===== src/rtl/hack_uart_loader.sv =====
// UART program loader for the Hack ROM: parses a framed image, writes it word by
// word while holding the CPU in reset, then answers 'K' (loaded) or 'E' (rejected).
module hack_uart_loader #(
  parameter int          ADDR_WIDTH     = 15,
  parameter int          TIMEOUT_CYCLES = 2500000,
  parameter logic [7:0]  SYNC_BYTE      = 8'hA5
) (
  input  logic                  clk,
  input  logic                  rst,
  input  logic                  rx_valid,
  input  logic [7:0]            rx_data,
  output logic                  tx_valid,
  output logic [7:0]            tx_data,
  input  logic                  tx_ready,
  output logic                  rom_we,
  output logic [ADDR_WIDTH-1:0] rom_addr,
  output logic [15:0]           rom_wdata,
  output logic                  cpu_rst,
  output logic                  busy,
  output logic                  error
);

  localparam int                GAP_W     = $clog2(TIMEOUT_CYCLES) + 1;
  localparam logic [GAP_W-1:0]  GAP_LAST  = GAP_W'(TIMEOUT_CYCLES - 1);
  localparam logic [16:0]       MAX_WORDS = 17'd1 << ADDR_WIDTH;
  localparam logic [7:0]        ACK_BYTE  = 8'h4B;
  localparam logic [7:0]        NAK_BYTE  = 8'h45;

  typedef enum logic [2:0] {
    S_IDLE, S_LEN_HI, S_LEN_LO, S_DATA_HI, S_DATA_LO, S_CSUM, S_RESP
  } state_t;

  state_t                state;
  logic [7:0]            len_hi;
  logic [15:0]           len;
  logic [7:0]            hi_byte;
  logic [7:0]            xor_acc;
  logic [ADDR_WIDTH:0]   word_idx;
  logic [GAP_W-1:0]      gap_cnt;

  logic                  counting;
  logic [GAP_W-1:0]      gap_inc;
  logic                  timeout;
  logic [16:0]           len_next;
  logic [16:0]           words_done;
  logic                  go_resp;
  logic                  resp_fail;

  assign busy       = (state != S_IDLE);
  assign counting   = (state != S_IDLE) && (state != S_RESP);
  assign gap_inc    = gap_cnt + GAP_W'(1);
  // The timeout takes priority over a byte landing in the same cycle.
  assign timeout    = counting && (gap_inc == GAP_LAST);
  assign len_next   = {1'b0, len_hi, rx_data};
  assign words_done = 17'(word_idx) + 17'd1;

  always_comb begin
    go_resp   = 1'b0;
    resp_fail = 1'b0;
    if (timeout) begin
      go_resp   = 1'b1;
      resp_fail = 1'b1;
    end else if (rx_valid) begin
      case (state)
        S_LEN_LO: begin
          if (len_next > MAX_WORDS) begin
            go_resp   = 1'b1;
            resp_fail = 1'b1;
          end
        end
        S_CSUM: begin
          go_resp   = 1'b1;
          resp_fail = (xor_acc != rx_data);
        end
        default: ;
      endcase
    end
  end

  always_ff @(posedge clk or posedge rst) begin
    if (rst) begin
      state     <= S_IDLE;
      len_hi    <= '0;
      len       <= '0;
      hi_byte   <= '0;
      xor_acc   <= '0;
      word_idx  <= '0;
      gap_cnt   <= '0;
      tx_valid  <= 1'b0;
      tx_data   <= '0;
      rom_we    <= 1'b0;
      rom_addr  <= '0;
      rom_wdata <= '0;
      cpu_rst   <= 1'b0;
      error     <= 1'b0;
    end else begin
      rom_we <= 1'b0;
      case (state)
        S_IDLE: begin
          if (rx_valid && rx_data == SYNC_BYTE) begin
            cpu_rst  <= 1'b1;
            error    <= 1'b0;
            xor_acc  <= '0;
            word_idx <= '0;
            gap_cnt  <= '0;
            state    <= S_LEN_HI;
          end
        end
        S_RESP: begin
          if (tx_ready) begin
            tx_valid <= 1'b0;
            state    <= S_IDLE;
            // A failed load keeps the CPU parked so a partial image never runs.
            if (!error) cpu_rst <= 1'b0;
          end
        end
        default: begin
          if (!timeout && rx_valid) begin
            gap_cnt <= '0;
            xor_acc <= xor_acc ^ rx_data;
            case (state)
              S_LEN_HI: begin
                len_hi <= rx_data;
                state  <= S_LEN_LO;
              end
              S_LEN_LO: begin
                len <= len_next[15:0];
                if (len_next == 17'd0) state <= S_CSUM;
                else                   state <= S_DATA_HI;
              end
              S_DATA_HI: begin
                hi_byte <= rx_data;
                state   <= S_DATA_LO;
              end
              S_DATA_LO: begin
                rom_we    <= 1'b1;
                rom_addr  <= word_idx[ADDR_WIDTH-1:0];
                rom_wdata <= {hi_byte, rx_data};
                word_idx  <= word_idx + 1'b1;
                if (words_done == {1'b0, len}) state <= S_CSUM;
                else                           state <= S_DATA_HI;
              end
              default: ;
            endcase
          end else begin
            gap_cnt <= gap_inc;
          end
        end
      endcase

      if (go_resp) begin
        state    <= S_RESP;
        tx_valid <= 1'b1;
        tx_data  <= resp_fail ? NAK_BYTE : ACK_BYTE;
        error    <= resp_fail;
      end
    end
  end

endmodule

===== config.mk =====
export PLATFORM = sky130hd
export DESIGN_NAME = hack_uart_loader
export DESIGN_NICKNAME = d
export VERILOG_FILES = /design/src/rtl/hack_uart_loader.sv
export SDC_FILE = /design/constraint.sdc
export NUM_CORES = 1
export LEC_CHECK = 0
export ABC_AREA = 1
export CORE_ASPECT_RATIO = 2
export CORE_MARGIN = 4
export CORE_UTILIZATION = 55
export CTS_BUF_LIST = sky130_fd_sc_hd__clkbuf_4 sky130_fd_sc_hd__clkbuf_8
export DETAILED_ROUTE_END_ITERATION = 6
export PLACE_DENSITY_LB_ADDON = 0.2
export SYNTH_ARGS = -nofsm -noshare
export SYNTH_HDL_FRONTEND = slang
export SYNTH_SLANG_ARGS = --single-unit

===== constraint.sdc =====
create_clock -name clk -period 7.4 [get_ports clk]
set_clock_uncertainty 0.05 [all_clocks]
set_input_delay 1.48 -clock clk [delete_from_list [all_inputs] [get_ports clk]]
set_output_delay 1.48 -clock clk [all_outputs]
set_load 0.01 [all_outputs]

==> run metrics <==
switching power share of the total=a little under two fifths; worst hold slack=between 0.4 and 0.5 ns; P_int=between 1 and 1.5 mW; sequential fraction of the synthesis area=between 40% and 50%; outcome=finished clean; post-CTS sizing=0; Sequential Power Share=43.2%; post-synth top area share=46.7%; final worst path period share=49.5%; post-synthesis compound-gate area fraction=roughly 7.8%; WL/cell=16.2 um; postcts setup bufs=0; Syn Inst Count=851; Comb pwr share=about a third; worst-path fanout max=69; H-tree Lvls=4; Worst Max-Slew Pin Slew=0.859 ns; max-slew violations=0; Post-DP HPWL=~13 mm; CP max stage cell=nand2_4; Die Height=~160 um; clk slew on worst S/H paths=0.08 ns; Vias/cell=5.54; clock power share=23.9%; via count=roughly 5800; internal reg-to-reg setup slack=roughly 3.7 ns; FF+latch count, synth=120; Routed Wire Length=17.0 mm; clk_lat worst skew=approximately 0.44 ns; number of CTS-inserted buffers=17; Ports=56; number of port buffers=52; PnR Total Power=2.33 mW; Synth Area in Simple Gates=around a third; Most used DFF post-synth=dfrtp_1; CP arrival=slightly below 4 ns; Die W=roughly 84 um; Hold-fix buffers, CTS=0; global placement routability congestion=0.933; Detailed Routing Iterations Pass 1=5; Hold Crit Depth=2; YS warnings=0; most frequent cells in the layout=nand2_1 (316), dfrtp_1 (120), inv_1 (77); Initial Util=56.6%; Post-Place Cells=1019; RSZ-0062 raised after global routing=no; Slew Limit Headroom=42.6%; peak supply drop=around 0.21 mV; share of post-route cells with drive strength above 1=under 10%; max cap viols=0; min-delay src=rom_addr[11]; Starting DRT DRC Count=about 330; Setup CP Type=reg2reg; fmax=0.273 GHz; reg2reg start=state[2]; Adder-Cell Fraction of Synth Area=less than 1%; Mapped Avg Cell Area=roughly 7.6 um2; pre-CTS WS=3.36 ns; xor/xnor share of the synthesized area=roughly 2.5%; distinct cell type count after synthesis=39; fin cells=roughly 1100; P_leak=3.49 nW; CP required=7.68 ns; Post-synth EDFFs=0; core area=~11000 um2; depth of the worst register-to-register path=17; P&R area growth vs syn=13.8%; crit path to=rom_wdata[15]; Routed Antenna Nets=0; max incr delay on CP=0.51 ns; post-route cell area=roughly 7300 um2; Post-DP Area=6950 um2; largest family of logic cells by synthesized area=simple AND/OR/NAND/NOR gates; Remaining DRCs=0; CP Cell Sequence=inv_1 > nand2_1 > inv_1 > nor2_1 > nand2_1 > nor2_1 > nand2_1 > nor2_1 > nand2_1 > nor2_1 > nand2_2 > nand2_4 > inv_4 > nand2_4 > inv_2 > nand2_1 > nand2_1; Power Dens Cells=318 nW/um2; largest net degree at the start of global routing=70; minimum setup slack in the final design=3.74 ns; first-pass GRT wire length=approximately 28 mm; initial antenna violation count=0; antenna fix cells=0; CTS tree=built; Switching Power=roughly 0.9 mW; Final Core Density=64.5%; Syn Std Cell Area=about 6400 um2; Synth area leaders=dfrtp_1 (47%), nand2_1 (18%), nand3_1 (5.5%); setup_tns=0 ns; crit path launch type=flop; die area=13600 um2; fraction of synthesized area in multiplexers=0%; crit-path most repeated cell=nand2_1; final setup violation count=0; largest area contributor in the netlist=dfrtp_1; remaining global-route overflow=0; clk sinks=120; HP Class=reg2reg; Root Buffer=clkbuf_8; vias in the first global route=5890; CP startpoint=state[2]; FF-to-FF End=rom_wdata[15]; CTS Buffer Depth=2; fin nets=around 910; Final Critical Period=3.66 ns; Worst setup EP type=flop; Async SR Flop Fraction=100%; Final Hold Vio Count=0; Rows=55; global router's overall resource usage=26.4%; commonest non-fill, non-tap cell in the layout=nand2_1
sequential cells by signal (all words and copies together) (netlist names), 3 cells and up:
register   count
xor_acc        8
len_hi         8
hi_byte        8
state          3
rom_wdata     16
tx_data        3
word_idx      16
len           16
gap_cnt       23
rom_addr      15
power by group through the flow:
stage / Combinational (mW) / Clock, mW / Sequential (mW)
2_1_floorplan: 0.508 / 0 / 0.980
3_3_place_gp: 0.747 / 0 / 1.01
3_5_place_dp: 0.769 / 0 / 1.01
4_1_cts: 0.773 / 0.563 / 1.00
5_1_grt: 0.864 / 0.596 / 1.02
6_report: 0.765 / 0.555 / 1.00
per-layer routing:
| layer | vias to the layer above | GRT usage (%) | routed length (um) |
|---|---|---|---|
| met5 | - | 0 | 0 |
| met2 | 185 | 49.2 | 9450 |
| met1 | 2743 | 25.1 | 5700 |
| met3 | 76 | 4.52 | 667 |
| li1 | 2821 | - | - |
| met4 | 0 | 19.3 | 1220 |
synthesized netlist by cell type, types with 3 or more instances:
library cell    n
buf_2           7
buf_4           7
buf_6           9
clkbuf_1        8
dfrtp_1       120
ha_1            3
inv_1          78
nand2_1       316
nand2_4         3
nand3_1        71
nand3b_1        5
nand4_1        26
nor2_1         57
nor2_2          4
nor3_1          8
nor4_1          5
o21ai_0        57
o21ai_1        10
o22ai_1        11
o22ai_2         4
or2_2           3
xnor2_1         3
xor2_1         15
critical path, delay by kind of cell (launching register included):
family                 cells  cell delay, ns
flip-flops                 1            0.48
buffers and inverters      4            0.66
AND/OR/NAND/NOR           13            2.31
how the worst min path moves through the flow:
stage,endpoint,slack (ns)
after global routing,rom_addr[12],0.45
final,rom_addr[11],0.43
after floorplan,rom_wdata[10],0.39
after detailed placement,rom_wdata[8],0.42
after CTS,rom_wdata[8],0.44
after global placement,rom_wdata[10],0.41
area by class of cell:
class | count | area (um2)
Fill cell | 1014 | 4030
Sequential cell | 120 | 3000
Multi-Input combinational cell | 619 | 2910
Timing Repair Buffer | 56 | 551
Inverter | 82 | 313
Clock buffer | 20 | 269
Tap cell | 142 | 178
Clock inverter | 12 | 103
cells by family after synthesis:
kind of cell,after synthesis
DFF,120
AOI/OAI and AO/OA,89
other,1
adders and majority gates,3
and+or+nand+nor,506
xor gates and xnor gates,18
buffers and inverters,114
No activity file was read; power rests on OpenSTA's default activity.
